--- src/rtl/alarm_sequencer.sv ---
// Alarm control FSM: turns the comparator's match level and the snooze/stop
// buttons into ring/snooze sequencing, buzzer drive and status outputs.
module alarm_sequencer #(
    parameter int RING_TICKS   = 60,
    parameter int SNOOZE_TICKS = 300,
    parameter int MAX_SNOOZES  = 3,
    parameter int CNT_WIDTH    = 9
) (
    input  logic       clock,
    input  logic       reset,
    input  logic       tick,
    input  logic       enable,
    input  logic       match,
    input  logic       snooze_btn,
    input  logic       stop_btn,
    output logic       buzzer,
    output logic       ringing,
    output logic       snoozing,
    output logic [2:0] snooze_count,
    output logic [1:0] state
);

    typedef enum logic [1:0] {
        ST_DISARMED = 2'b00,
        ST_ARMED    = 2'b01,
        ST_RING     = 2'b10,
        ST_SNOOZE   = 2'b11
    } state_t;

    localparam logic [CNT_WIDTH-1:0] RING_LAST   = CNT_WIDTH'(RING_TICKS - 1);
    localparam logic [CNT_WIDTH-1:0] SNOOZE_LAST = CNT_WIDTH'(SNOOZE_TICKS - 1);
    localparam logic [2:0]           SNZ_MAX     = 3'(MAX_SNOOZES);

    state_t               r_state;
    state_t               w_state_nxt;
    logic [CNT_WIDTH-1:0] r_cnt;
    logic [CNT_WIDTH-1:0] w_cnt_nxt;
    logic [2:0]           r_scount;
    logic [2:0]           w_scount_nxt;
    logic                 r_match_q;
    logic                 r_snz_q;
    logic                 r_stp_q;
    logic                 r_buzzer;
    logic                 r_ringing;
    logic                 r_snoozing;
    logic                 w_buzzer_nxt;
    logic                 w_ringing_nxt;
    logic                 w_snoozing_nxt;
    logic                 w_ring_tick;
    logic                 w_match_rise;
    logic                 w_snz_rise;
    logic                 w_stp_rise;

    assign w_match_rise = match      & ~r_match_q;
    assign w_snz_rise   = snooze_btn & ~r_snz_q;
    assign w_stp_rise   = stop_btn   & ~r_stp_q;

    assign state        = r_state;
    assign buzzer       = r_buzzer;
    assign ringing      = r_ringing;
    assign snoozing     = r_snoozing;
    assign snooze_count = r_scount;

    // State, counters, edge-detect copies and registered outputs.
    always_ff @(posedge clock) begin
        if (reset) begin
            r_state    <= ST_DISARMED;
            r_cnt      <= '0;
            r_scount   <= 3'd0;
            r_match_q  <= 1'b0;
            r_snz_q    <= 1'b0;
            r_stp_q    <= 1'b0;
            r_buzzer   <= 1'b0;
            r_ringing  <= 1'b0;
            r_snoozing <= 1'b0;
        end else begin
            r_state    <= w_state_nxt;
            r_cnt      <= w_cnt_nxt;
            r_scount   <= w_scount_nxt;
            r_match_q  <= match;
            r_snz_q    <= snooze_btn;
            r_stp_q    <= stop_btn;
            r_buzzer   <= w_buzzer_nxt;
            r_ringing  <= w_ringing_nxt;
            r_snoozing <= w_snoozing_nxt;
        end
    end

    // Next-state logic; an event in a cycle swallows a coincident tick.
    always_comb begin
        w_state_nxt  = r_state;
        w_cnt_nxt    = r_cnt;
        w_scount_nxt = r_scount;
        w_ring_tick  = 1'b0;
        if (!enable) begin
            w_state_nxt  = ST_DISARMED;
            w_cnt_nxt    = '0;
            w_scount_nxt = 3'd0;
        end else begin
            case (r_state)
                ST_DISARMED: begin
                    w_state_nxt = ST_ARMED;
                end
                ST_ARMED: begin
                    w_cnt_nxt    = '0;
                    w_scount_nxt = 3'd0;
                    if (w_match_rise) begin
                        w_state_nxt = ST_RING;
                    end else begin
                        w_state_nxt = ST_ARMED;
                    end
                end
                ST_RING: begin
                    if (w_stp_rise || (w_snz_rise && (r_scount >= SNZ_MAX))) begin
                        w_state_nxt  = ST_ARMED;
                        w_cnt_nxt    = '0;
                        w_scount_nxt = 3'd0;
                    end else if (w_snz_rise) begin
                        w_state_nxt  = ST_SNOOZE;
                        w_cnt_nxt    = '0;
                        w_scount_nxt = r_scount + 3'd1;
                    end else if (tick) begin
                        if (r_cnt == RING_LAST) begin
                            w_state_nxt  = ST_ARMED;
                            w_cnt_nxt    = '0;
                            w_scount_nxt = 3'd0;
                        end else begin
                            w_cnt_nxt   = r_cnt + {{(CNT_WIDTH-1){1'b0}}, 1'b1};
                            w_ring_tick = 1'b1;
                        end
                    end else begin
                        w_state_nxt = ST_RING;
                    end
                end
                ST_SNOOZE: begin
                    if (w_stp_rise) begin
                        w_state_nxt  = ST_ARMED;
                        w_cnt_nxt    = '0;
                        w_scount_nxt = 3'd0;
                    end else if (tick) begin
                        if (r_cnt == SNOOZE_LAST) begin
                            w_state_nxt = ST_RING;
                            w_cnt_nxt   = '0;
                        end else begin
                            w_cnt_nxt = r_cnt + {{(CNT_WIDTH-1){1'b0}}, 1'b1};
                        end
                    end else begin
                        w_state_nxt = ST_SNOOZE;
                    end
                end
                default: begin
                    w_state_nxt  = ST_DISARMED;
                    w_cnt_nxt    = '0;
                    w_scount_nxt = 3'd0;
                end
            endcase
        end
    end

    // Output decode from the next state; buzzer starts high on RING entry.
    always_comb begin
        w_ringing_nxt  = (w_state_nxt == ST_RING);
        w_snoozing_nxt = (w_state_nxt == ST_SNOOZE);
        if (w_state_nxt == ST_RING) begin
            if (r_state != ST_RING) begin
                w_buzzer_nxt = 1'b1;
            end else if (w_ring_tick) begin
                w_buzzer_nxt = ~r_buzzer;
            end else begin
                w_buzzer_nxt = r_buzzer;
            end
        end else begin
            w_buzzer_nxt = 1'b0;
        end
    end

endmodule

--- config.mk ---
export PLATFORM = sky130hd
export DESIGN_NAME = alarm_sequencer
export DESIGN_NICKNAME = d
export VERILOG_FILES = /design/src/rtl/alarm_sequencer.sv
export SDC_FILE = /design/constraint.sdc
export NUM_CORES = 1
export LEC_CHECK = 0
export BUFFER_PORTS_ARGS = -buffer_cell sky130_fd_sc_hd__buf_2
export CAP_MARGIN = 20
export CORE_UTILIZATION = 44
export DETAILED_ROUTE_END_ITERATION = 16
export PLACE_DENSITY_LB_ADDON = 0.1
export SLEW_MARGIN = 20
export SYNTH_ARGS = -nofsm -noshare
export SYNTH_HDL_FRONTEND = slang
export SYNTH_SLANG_ARGS = --single-unit
--- constraint.sdc ---
create_clock -name clock -period 5.2 [get_ports clock]
set_input_delay 0.78 -clock clock [delete_from_list [all_inputs] [get_ports clock]]
set_output_delay 0.78 -clock clock [all_outputs]
set_load 0.01 [all_outputs]
==> summary.txt, run 1 <==
Run status
  – Status: complete, no violations

Global route
  – Via count of the first global-routing pass: 950
  – Largest net degree at the start of global routing: 13
  – Global-route wire length before repair: 4130 um
  – Initial antenna violation count: 0
  – Grt total ovfl: 0
  – Total Routing Usage GR: 20.6%

Die
  – Starting density of the core: 48.7%
  – I/O Pins: 15
  – Chip height: 52.5 um
  – Die area: 2750 um^2
  – CORE AREA: 2300 um^2
  – DIE WIDTH: 52.5 um
  – # rows: 17

Synthesis
  – Syn Nets: 144
  – Fraction of registers with async set/reset: 0%
  – Mean Syn Cell Area: 8.36 um^2
  – Post-synthesis sequential area ratio: 35.8%
  – Synth warn: 0
  – Yosys reg bits: 20
  – Post-synth EDFFs: 0
  – Distinct cells, synth: 41
  – Post-synth design cell area: 1120 um^2
  – Top_reg_cell synth: dfxtp_1
  – Post-synthesis cell count: 134

Clocking
  – TritonCTS Buffers: 3
  – Clock Sinks: 20
  – CTS max path bufs: 2
  – Post-CTS setup buffer count: 0
  – Clock latency on the worst-skew pair: 0.30 ns
  – Max H-tree Level: 1
  – Number of gates resized after CTS: 0
  – CTS Hold Bufs: 0
  – CTS tree: yes
  – Clock root buffer master: clkbuf_4
  – Clock transition at path regs: 0.12 ns

Final layout
  – Share of layout cells above drive strength 1: 15.5%
  – Nets: 159
  – Commonest non-fill, non-tap cell in the layout: dfxtp_1
  – Most frequent cells in the layout: dfxtp_1 (20), nand2_1 (14), buf_2 (14)
  – Area growth from synthesis to layout: 10.2%
  – Ant. Diodes: 0
  – Final Instance Area: 1230 um^2
  – Non-filler cells, final: 176
  – Post-Route Utilization: 53.7%

Critical path
  – Slowest library cell on the worst path: o211ai_1
  – Req. time, crit path: 5.43 ns
  – Crit path largest cell delay: 0.76 ns
  – Worst path cell trace: buf_2, nand2b_1, nand3_1, o211ai_1, nand3_1, a31oi_1
  – Worst path buffer plus inverter count: 1
  – Critical Path Fanout Max: 12
  – Crit Path Class: in -> reg
  – CP top delay family: compound AO/OA/AOI/OAI gates
  – Critical path data arrival time: 2.40 ns
  – R2R Setup Slk: 3.16 ns
  – Critical Path Sink Type: flop
  – Worst setup SP type: input pin
  – CP most frequent cell: nand3_1

Routing
  – Starting DRT DRC Count: 28
  – Via Count: 1043
  – Pre-Repair DR Iteration Count: 4
  – Wire length per cell: 13.7 um
  – Total Routed Length: 2410 um
  – Vias/cell: 5.93
  – DRC errors left: 0
  – Routed Antenna Nets: 0

Timing
  – Worst-Margin Slew: 0.875 ns
  – Slew headroom: 41.4%
  – Fin. Hold Viols: 0
  – RSZ-0062 raised after global routing: false
  – Final Setup Violations: 0
  – Max Clk Rate: 0.460 GHz
  – Setup TNS: 0 ns
  – Worst setup margin: 3.03 ns
  – Slew Limit Fails: 0
  – Ratio of final minimum period to clock period: 41.8%
  – Crit path time final: 2.17 ns
  – Max Clock Skew: 0.00432 ns
  – Fin Hold WS: 0.481 ns

Placement
  – Placed cell count: 172
  – GP Congestion: 0.851
  – DPL Wire Length: 1790 um
  – Placed instance area: 1200 um^2
  – Port Buffers: 14
  – DP Worst Slack: 2.76 ns

Power and ir drop
  – Max IR drop VDD: 0.113 mV
  – Power Density: 219 nW/um^2
  – Design Power: 270 uW
  – Leakage: 0.458 nW

Worst hold path
  – Hold Crit Class: reg -> reg

Run
  – Max Cap Viol: 0
layer usage:
metal / GRT usage, % / up-vias / part of all wire (%) / routed length [um]
met3: 2.61 / 6 / 4.8 / 116
met4: 11.0 / 0 / 2.5 / 59
met1: 26.2 / 481 / 48 / 1140
met5: 0 / - / 0 / 0
met2: 33.3 / 28 / 45 / 1090
li1: - / 528 / - / -
report_power, final:
| group | internal [mW] | switching (mW) |
|---|---|---|
| Sequential | 0.155 | 0.00170 |
| Clock | 0.0427 | 0.0496 |
| Combinational | 0.00799 | 0.0135 |
final timing paths:
check,startpoint,to,depth (start not counted)
worst max-delay path,stop_btn,r_cnt[5],6
worst min-delay path,r_cnt[1],r_cnt[1],2
worst max register to register,r_cnt[0],buzzer,6
worst min register to register,r_cnt[1],r_cnt[1],2
worst min-delay path: stages (launching register included):
cell	delay, ns
dfxtp_1	0.34
nand2_1	0.06
a21oi_1	0.05
cell families after synthesis:
| group | synth area share [%] |
|---|---|
| adders and majority gates | 3.35 |
| and+or+nand+nor | 37.2 |
| buffers and inverters | 3.80 |
| DFF | 35.8 |
| xor gates and xnor gates | 2.35 |
| AOI/OAI and AO/OA | 16.5 |
| muxes | 1.01 |
synth_stat cells (3+ instances only):
master	instances	area, um^2
a31oi_1	6	37.5
a22o_1	3	26.3
nand3_1	9	45.0
nand4_1	4	25.0
a21oi_1	4	20.0
ha_1	3	37.5
nand2b_1	6	37.5
nor2_1	12	45.0
dfxtp_1	20	400
nand3b_1	5	37.5
inv_1	4	15.0
nor2b_1	7	43.8
nand2_1	14	52.6
xor2_1	3	26.3
cell type report:
type	instances	area, um^2
timing repair buffer	14	70.1
inverter	4	15.0
clock buffer	4	36.3
sequential	20	400
tap	28	35.0
multi-input combinational	106	677
fill	226	1060
registers in the layout, summed over array words and instances, names as in the netlist:
register / flops
buzzer: 1
r_cnt: 9
r_match_q: 1
r_snz_q: 1
r_stp_q: 1
ringing: 1
snooze_count: 3
snoozing: 1
state: 2
No activity file was read; power rests on OpenSTA's default activity.
==> run 2: changes to the inputs <==
==> constraint.sdc (replaced) <==
create_clock -name clock -period 2.2 [get_ports clock]
set_input_delay 0.33 -clock clock [delete_from_list [all_inputs] [get_ports clock]]
set_output_delay 0.33 -clock clock [all_outputs]
set_load 0.01 [all_outputs]
==> run 2 against run 1 <==
Compared with the run above:
- combinational power rose by 140%
- sequential power rose by 140%
- routed wire length fell by 2.0%
- critical path depth did not move
- count of clock-buffer cells in the layout did not move
- cell area rose by 1.2%
- via count fell by 2.1%
- total power rose by 130%
- global-route usage rose by 0.17 points
- register-to-register slack got worse by 2.9 ns
- critical path type is now reg -> reg
==> summary.txt, run 2 (synthesis gave the netlist of run 1 again) <==
Run status
  – Status: complete, no violations

Final layout
  – Commonest non-fill, non-tap cell in the layout: dfxtp_1
  – Area growth from synthesis to layout: 11.5%
  – Share of layout cells above drive strength 1: 16.7% (+1.1 points)
  – Fillers: 238 (+5.3%)
  – Most frequent cells in the layout: dfxtp_1 (20), nand2_1 (14), buf_2 (14)
  – Ant. Diodes: 0 (unchanged)
  – Largest register FFs: 9 (unchanged)
  – Non-filler cells, final: 178 (+1.1%)
  – Nets: 161 (+1.3%)
  – Biggest register: r_cnt

Critical path
  – Worst path depth: 6 (unchanged)
  – Crit Path Class: reg -> reg
  – Slowest library cell on the worst path: or4_1
  – CP top delay family: simple AND/OR/NAND/NOR gates
  – Worst path buffer plus inverter count: 0 (-1)
  – Crit path largest cell delay: 0.53 ns (-0.23 ns)
  – Worst R2R Path Depth: 6 (unchanged)
  – Worst r2r dst: buzzer
  – Req. time, crit path: 2.39 ns (-3.04 ns)
  – Worst setup SP type: flop
  – Worst path cell trace: ha_1, nand2b_1, or4_1, nand4_1, xor2_1, a2111oi_0
  – Reg2Reg Launch Point: r_cnt[0]
  – Critical path data arrival time: 2.10 ns (-0.30 ns)
  – Critical Path Fanout Max: 6 (-6)
  – Crit path capture: buzzer
  – Critical Path Sink Type: flop
  – R2R Setup Slk: 0.29 ns (-2.87 ns)
  – Critical path origin: r_cnt[0]

Routing
  – Total Routed Length: 2360 um (-2.0%)
  – Starting DRT DRC Count: 20 (-29%)
  – Routed Antenna Nets: 0 (unchanged)
  – Via Count: 1021 (-2.1%)
  – DRC errors left: 0 (unchanged)
  – Wire length per cell: 13.3 um (-3.1%)
  – Pre-Repair DR Iteration Count: 4 (unchanged)
  – Vias/cell: 5.74 (-3.2%)

Placement
  – Port Buffers: 14 (unchanged)
  – DP Worst Slack: 0.328 ns (-2.43 ns)
  – Placed cell count: 174 (+1.2%)
  – DPL Wire Length: 1790 um (-0.12%)
  – GP Congestion: 0.890 (+4.6%)

Global route
  – Initial antenna violation count: 0 (unchanged)
  – Largest net degree at the start of global routing: 13 (unchanged)
  – Global-route wire length before repair: 4130 um (unchanged)
  – Via count of the first global-routing pass: 947 (-0.32%)
  – Total Routing Usage GR: 20.7% (+0.17 points)
  – Grt total ovfl: 0 (unchanged)

Power and ir drop
  – Power Density: 509 nW/um^2 (+130%)
  – Max IR drop VDD: 0.380 mV (+230%)
  – Design Power: 635 uW (+130%)
  – Leakage: 0.467 nW (+2.2%)

Die
  – I/O Pins: 15 (unchanged)
  – Starting density of the core: 48.7% (unchanged)
  – Die area: 2750 um^2 (unchanged)
  – DIE WIDTH: 52.5 um (unchanged)
  – # rows: 17 (unchanged)
  – Chip height: 52.5 um (unchanged)
  – CORE AREA: 2300 um^2 (unchanged)

Clocking
  – Max H-tree Level: 1 (unchanged)
  – Clock root buffer master: clkbuf_4
  – Clock transition at path regs: 0.11 ns (about the same)
  – CTS max path bufs: 2 (unchanged)
  – Clock latency on the worst-skew pair: 0.30 ns (about the same)
  – Clock Sinks: 20 (unchanged)
  – CTS tree: yes
  – CTS Hold Bufs: 0 (unchanged)
  – Post-CTS setup buffer count: 0 (unchanged)
  – Number of gates resized after CTS: 0 (unchanged)
  – TritonCTS Buffers: 3 (unchanged)

Timing
  – RSZ-0062 raised after global routing: false
  – Max Clk Rate: 0.522 GHz
  – Crit path time final: 1.91 ns
  – Slew headroom: 66.3% (+25 points)
  – Max Clock Skew: 0.00193 ns (-0.00239 ns)
  – Worst setup margin: 0.285 ns (-2.74 ns)
  – Setup TNS: 0 ns (unchanged)
  – Slew Limit Fails: 0 (unchanged)
  – Final Setup Violations: 0 (unchanged)
  – Worst-Margin Slew: 0.503 ns (-0.371 ns)
  – Fin. Hold Viols: 0 (unchanged)
  – Ratio of final minimum period to clock period: 87.0%

Worst hold path
  – Hold Crit Depth: 2 (unchanged)
  – Hold Crit Class: in -> reg

Run
  – Max Cap Viol: 0 (unchanged)
[run 2: changes by cell type in the layout (fill, tap and decap cells not counted)]
cell,before,now
buf_4,0,2
[run 2: final cells by class]
cell class                 count  area (um^2)  area share [%]
sequential                    20          400            32.1
multi-input combinational    106          677            54.2
tap                           28         35.0            2.81
timing repair buffer          16         85.1            6.81
clock buffer                   4         36.3            2.91
inverter                       4         15.0            1.20
[run 2: through the flow]
stage | instance area (um^2) | utilization [%] | hold WS, ns
6_report | 1250 | 54.4 | 0.251
3_3_place_gp | 1210 | 52.8 | 0.452
2_1_floorplan | 1120 | - | 0.402
4_1_cts | 1250 | 54.4 | 0.235
3_5_place_dp | 1210 | 52.8 | 0.460
5_1_grt | 1250 | 54.4 | 0.243
[run 2: how the worst min path moves through the flow]
stage,to,startpoint
6_report,r_snz_q,reset
5_1_grt,r_match_q,reset
4_1_cts,r_snz_q,reset
3_5_place_dp,r_cnt[1],r_cnt[1]
3_3_place_gp,r_cnt[1],r_cnt[1]
2_1_floorplan,r_match_q,reset
[run 2: metal layers]
| metal | wire length, um | track usage (%) | up-vias |
|---|---|---|---|
| li1 | - | - | 522 |
| met1 | 1140 | 25.0 | 474 |
| met2 | 1110 | 35.7 | 23 |
| met3 | 97 | 6.09 | 2 |
| met4 | 17 | 5.26 | 0 |
| met5 | 0 | 0 | - |
[run 2: report_power, final]
group	leakage, nW	switching [mW]	internal (mW)
sequential	0.162	0.00393	0.366
clock	0.0210	0.112	0.101
combinational	0.284	0.0315	0.0201
total	0.467	0.148	0.487
==> run 3: changes to the inputs <==
--- a/config.mk
+++ b/config.mk
@@ -7,6 +7,7 @@
 export LEC_CHECK = 0
 export BUFFER_PORTS_ARGS = -buffer_cell sky130_fd_sc_hd__buf_2
 export CAP_MARGIN = 20
+export CORE_ASPECT_RATIO = 1.2
 export CORE_UTILIZATION = 44
 export DETAILED_ROUTE_END_ITERATION = 16
 export PLACE_DENSITY_LB_ADDON = 0.1
==> constraint.sdc (replaced) <==
create_clock -name clock -period 1.6 [get_ports clock]
set_input_delay 0.24 -clock clock [delete_from_list [all_inputs] [get_ports clock]]
set_output_delay 0.24 -clock clock [all_outputs]
set_load 0.01 [all_outputs]
==> run 3 against run 2 <==
Compared with the run above:
- the run now ends with negative setup slack left
- register-to-register slack worse by 0.35 ns
- count of clock-buffer cells in the layout unchanged
- maximum frequency is 15% higher
- routed wire length increased by 21%
- utilization increased by 13 points
- total power rose by 36%
- worst setup slack got worse by 0.35 ns
- critical path type unchanged
- largest power group unchanged
==> summary.txt, run 3 (synthesis gave the netlist of run 1 again) <==
Run status
  – Status: complete, but fails checks
  – Failing checks: negative setup slack

Power and ir drop
  – Internal: 643 uW (+32%)
  – Design Power: 861 uW (+36%)
  – Max IR drop VDD: 0.589 mV (+55%)
  – Share of total power in the clock network: 29.5% (-4.1 points)
  – Comb pwr share: 11.7% (+3.6 points)
  – Switch share: 25.3% (+2.0 points)
  – Psw: 217 uW (+47%)
  – Leakage: 0.613 nW (+31%)
  – Power Density: 543 nW/um^2 (+6.7%)
  – Seq pwr share: 58.7% (+0.4 points)

Global route
  – Total Routing Usage GR: 23.0% (+2.3 points)
  – Global-route wire length before repair: 4620 um (+12%)
  – Via count of the first global-routing pass: 1153 (+22%)
  – Largest net degree at the start of global routing: 13 (unchanged)
  – Grt total ovfl: 0 (unchanged)
  – Initial antenna violation count: 0 (unchanged)

Final layout
  – Biggest register: r_cnt
  – Nets: 188 (+17%)
  – Combined area of the multi-input logic cells: 791 um^2 (+17%)
  – Commonest non-fill, non-tap cell in the layout: buf_4
  – Area taken by flip-flops and latches: 412 um^2 (+2.8%)
  – Most frequent cells in the layout: buf_4 (27), nand2_1 (14), buf_2 (14)
  – Fillers: 195 (-18%)
  – Area growth from synthesis to layout: 41.7%
  – Share of layout cells above drive strength 1: 40.7% (+24 points)
  – Ant. Diodes: 0 (unchanged)
  – Final Instance Area: 1590 um^2 (+27%)
  – Largest register FFs: 9 (unchanged)

Placement
  – Port Buffers: 14 (unchanged)
  – DPL Wire Length: 2120 um (+18%)
  – Placed instance area: 1480 um^2 (+22%)
  – GP Congestion: 0.842 (-5.4%)

Routing
  – Vias/cell: 5.59 (-2.5%)
  – Wire length per cell: 13.8 um (+4.0%)
  – Starting DRT DRC Count: 32 (+60%)
  – Total Routed Length: 2870 um (+21%)
  – Via Count: 1163 (+14%)
  – DRC errors left: 0 (unchanged)
  – Pre-Repair DR Iteration Count: 4 (unchanged)
  – Routed Antenna Nets: 0 (unchanged)

Clocking
  – Clock root buffer master: clkbuf_4
  – CTS max path bufs: 2 (unchanged)
  – Clock latency on the worst-skew pair: 0.30 ns (about the same)
  – TritonCTS Buffers: 3 (unchanged)
  – Clock Sinks: 20 (unchanged)
  – Max H-tree Level: 1 (unchanged)
  – CTS tree: yes
  – CTS Hold Bufs: 0 (unchanged)
  – Clock transition at path regs: 0.11 ns (about the same)

Timing
  – RSZ-0062 raised after global routing: true
  – Ratio of final minimum period to clock period: 104% (+17 points)
  – Slew Limit Fails: 0 (unchanged)
  – Slew headroom: 71.3% (+5.0 points)
  – Crit path time final: 1.67 ns (-0.247 ns)
  – Fin. Hold Viols: 0 (unchanged)
  – Worst setup margin: -0.0672 ns (-0.353 ns)
  – Max Clk Rate: 0.600 GHz (+15%)
  – Worst-Margin Slew: 0.429 ns (-0.0741 ns)
  – Final Setup Violations: 3 (+3)
  – Max Clock Skew: 0.00421 ns (+0.00228 ns)

Critical path
  – Critical path data arrival time: 1.88 ns (-0.22 ns)
  – Reg2Reg Launch Point: r_cnt[0]
  – Worst setup SP type: flop
  – Critical Path Fanout Max: 3 (-3)
  – Critical path origin: r_cnt[0]
  – Crit Path Class: reg -> reg
  – Req. time, crit path: 1.81 ns (-0.58 ns)
  – Crit path capture: buzzer
  – R2R Setup Slk: -0.07 ns (-0.35 ns)
  – Critical Path Sink Type: flop
  – Worst r2r dst: buzzer
  – Worst R2R Path Depth: 6 (unchanged)

Die
  – I/O Pins: 15 (unchanged)
  – Die area: 2750 um^2 (about the same)
  – DIE WIDTH: 48.1 um (-8.4%)
  – Starting density of the core: 47.6% (-1.2 points)
  – CORE AREA: 2350 um^2 (+2.5%)
  – Chip height: 57.3 um (+9.2%)
  – # rows: 19 (+2)

Worst hold path
  – Hold Crit Depth: 2 (unchanged)
  – Hold Crit Class: in -> reg

Run
  – Max Cap Viol: 0 (unchanged)
==> run 3: cell types whose count changed in the layout (fill, tap and decap cells not counted), moves of 3 or more <==
cell / delta
dfxtp_2: +6
ha_4: +3
buf_4: +25
ha_1: -3
dfxtp_1: -7
==> run 3: final cells by class <==
type | instances | share of cell area, %
clock buffer | 4 | 1.66
tap | 31 | 2.44
timing repair buffer | 43 | 19.2
inverter | 4 | 0.946
multi-input combinational | 106 | 49.8
sequential | 20 | 25.9
==> run 3: worst min-delay path by stage <==
stage	startpoint	to	slack [ns]
finish	reset	r_snz_q	0.15
global route	reset	r_snz_q	0.14
CTS	reset	r_snz_q	0.16
detailed placement	reset	r_snz_q	0.48
global placement	reset	r_snz_q	0.46
floorplan	reset	r_match_q	0.31
==> run 3: what timing repair did <==
| action | CTS | global route |
|---|---|---|
| gates resized for setup | 6 | 12 |
| setup buffers | 1 | 1 |
| endpoints found under the setup margin | 5 | 12 |
| gates cloned | 0 | 0 |
| pin swaps | 5 | 10 |
==> run 3: metal layers <==
metal | share of wire, % | global-route usage, %
met1 | 41 | 25.5
met2 | 54 | 40.2
met3 | 3.0 | 5.70
met4 | 1.6 | 8.73
met5 | 0 | 0
==> run 3: worst max-delay path: stages (launching register included) <==
cell	delay, ns
dfxtp_2	0.37
ha_4	0.15
nand2b_4	0.05
or4_4	0.48
nand4_1	0.10
xor2_1	0.09
a2111oi_2	0.33
==> run 3: power by group through the flow <==
stage               Clock [mW]  Combinational (mW)  Sequential, mW
detailed placement           0              0.0885           0.517
floorplan                    0              0.0479           0.518
global route             0.288               0.109           0.507
CTS                      0.257              0.0901           0.506
finish                   0.254               0.101           0.506
global placement             0              0.0876           0.517
==> run 3: stage by stage <==
stage	std cells	setup slack [ns]	util, %	setup TNS, ns	hold slack [ns]
final	208	-0.0672	67.4	-0.110	0.148
after global routing	208	-0.141	67.4	-0.562	0.144
after CTS	207	-0.116	64.9	-0.151	0.155
after detailed placement	202	-0.111	62.7	-0.214	0.477
after global placement	202	-0.0293	62.7	-0.0577	0.464
after floorplan	134	-0.0187	-	-0.0369	0.312
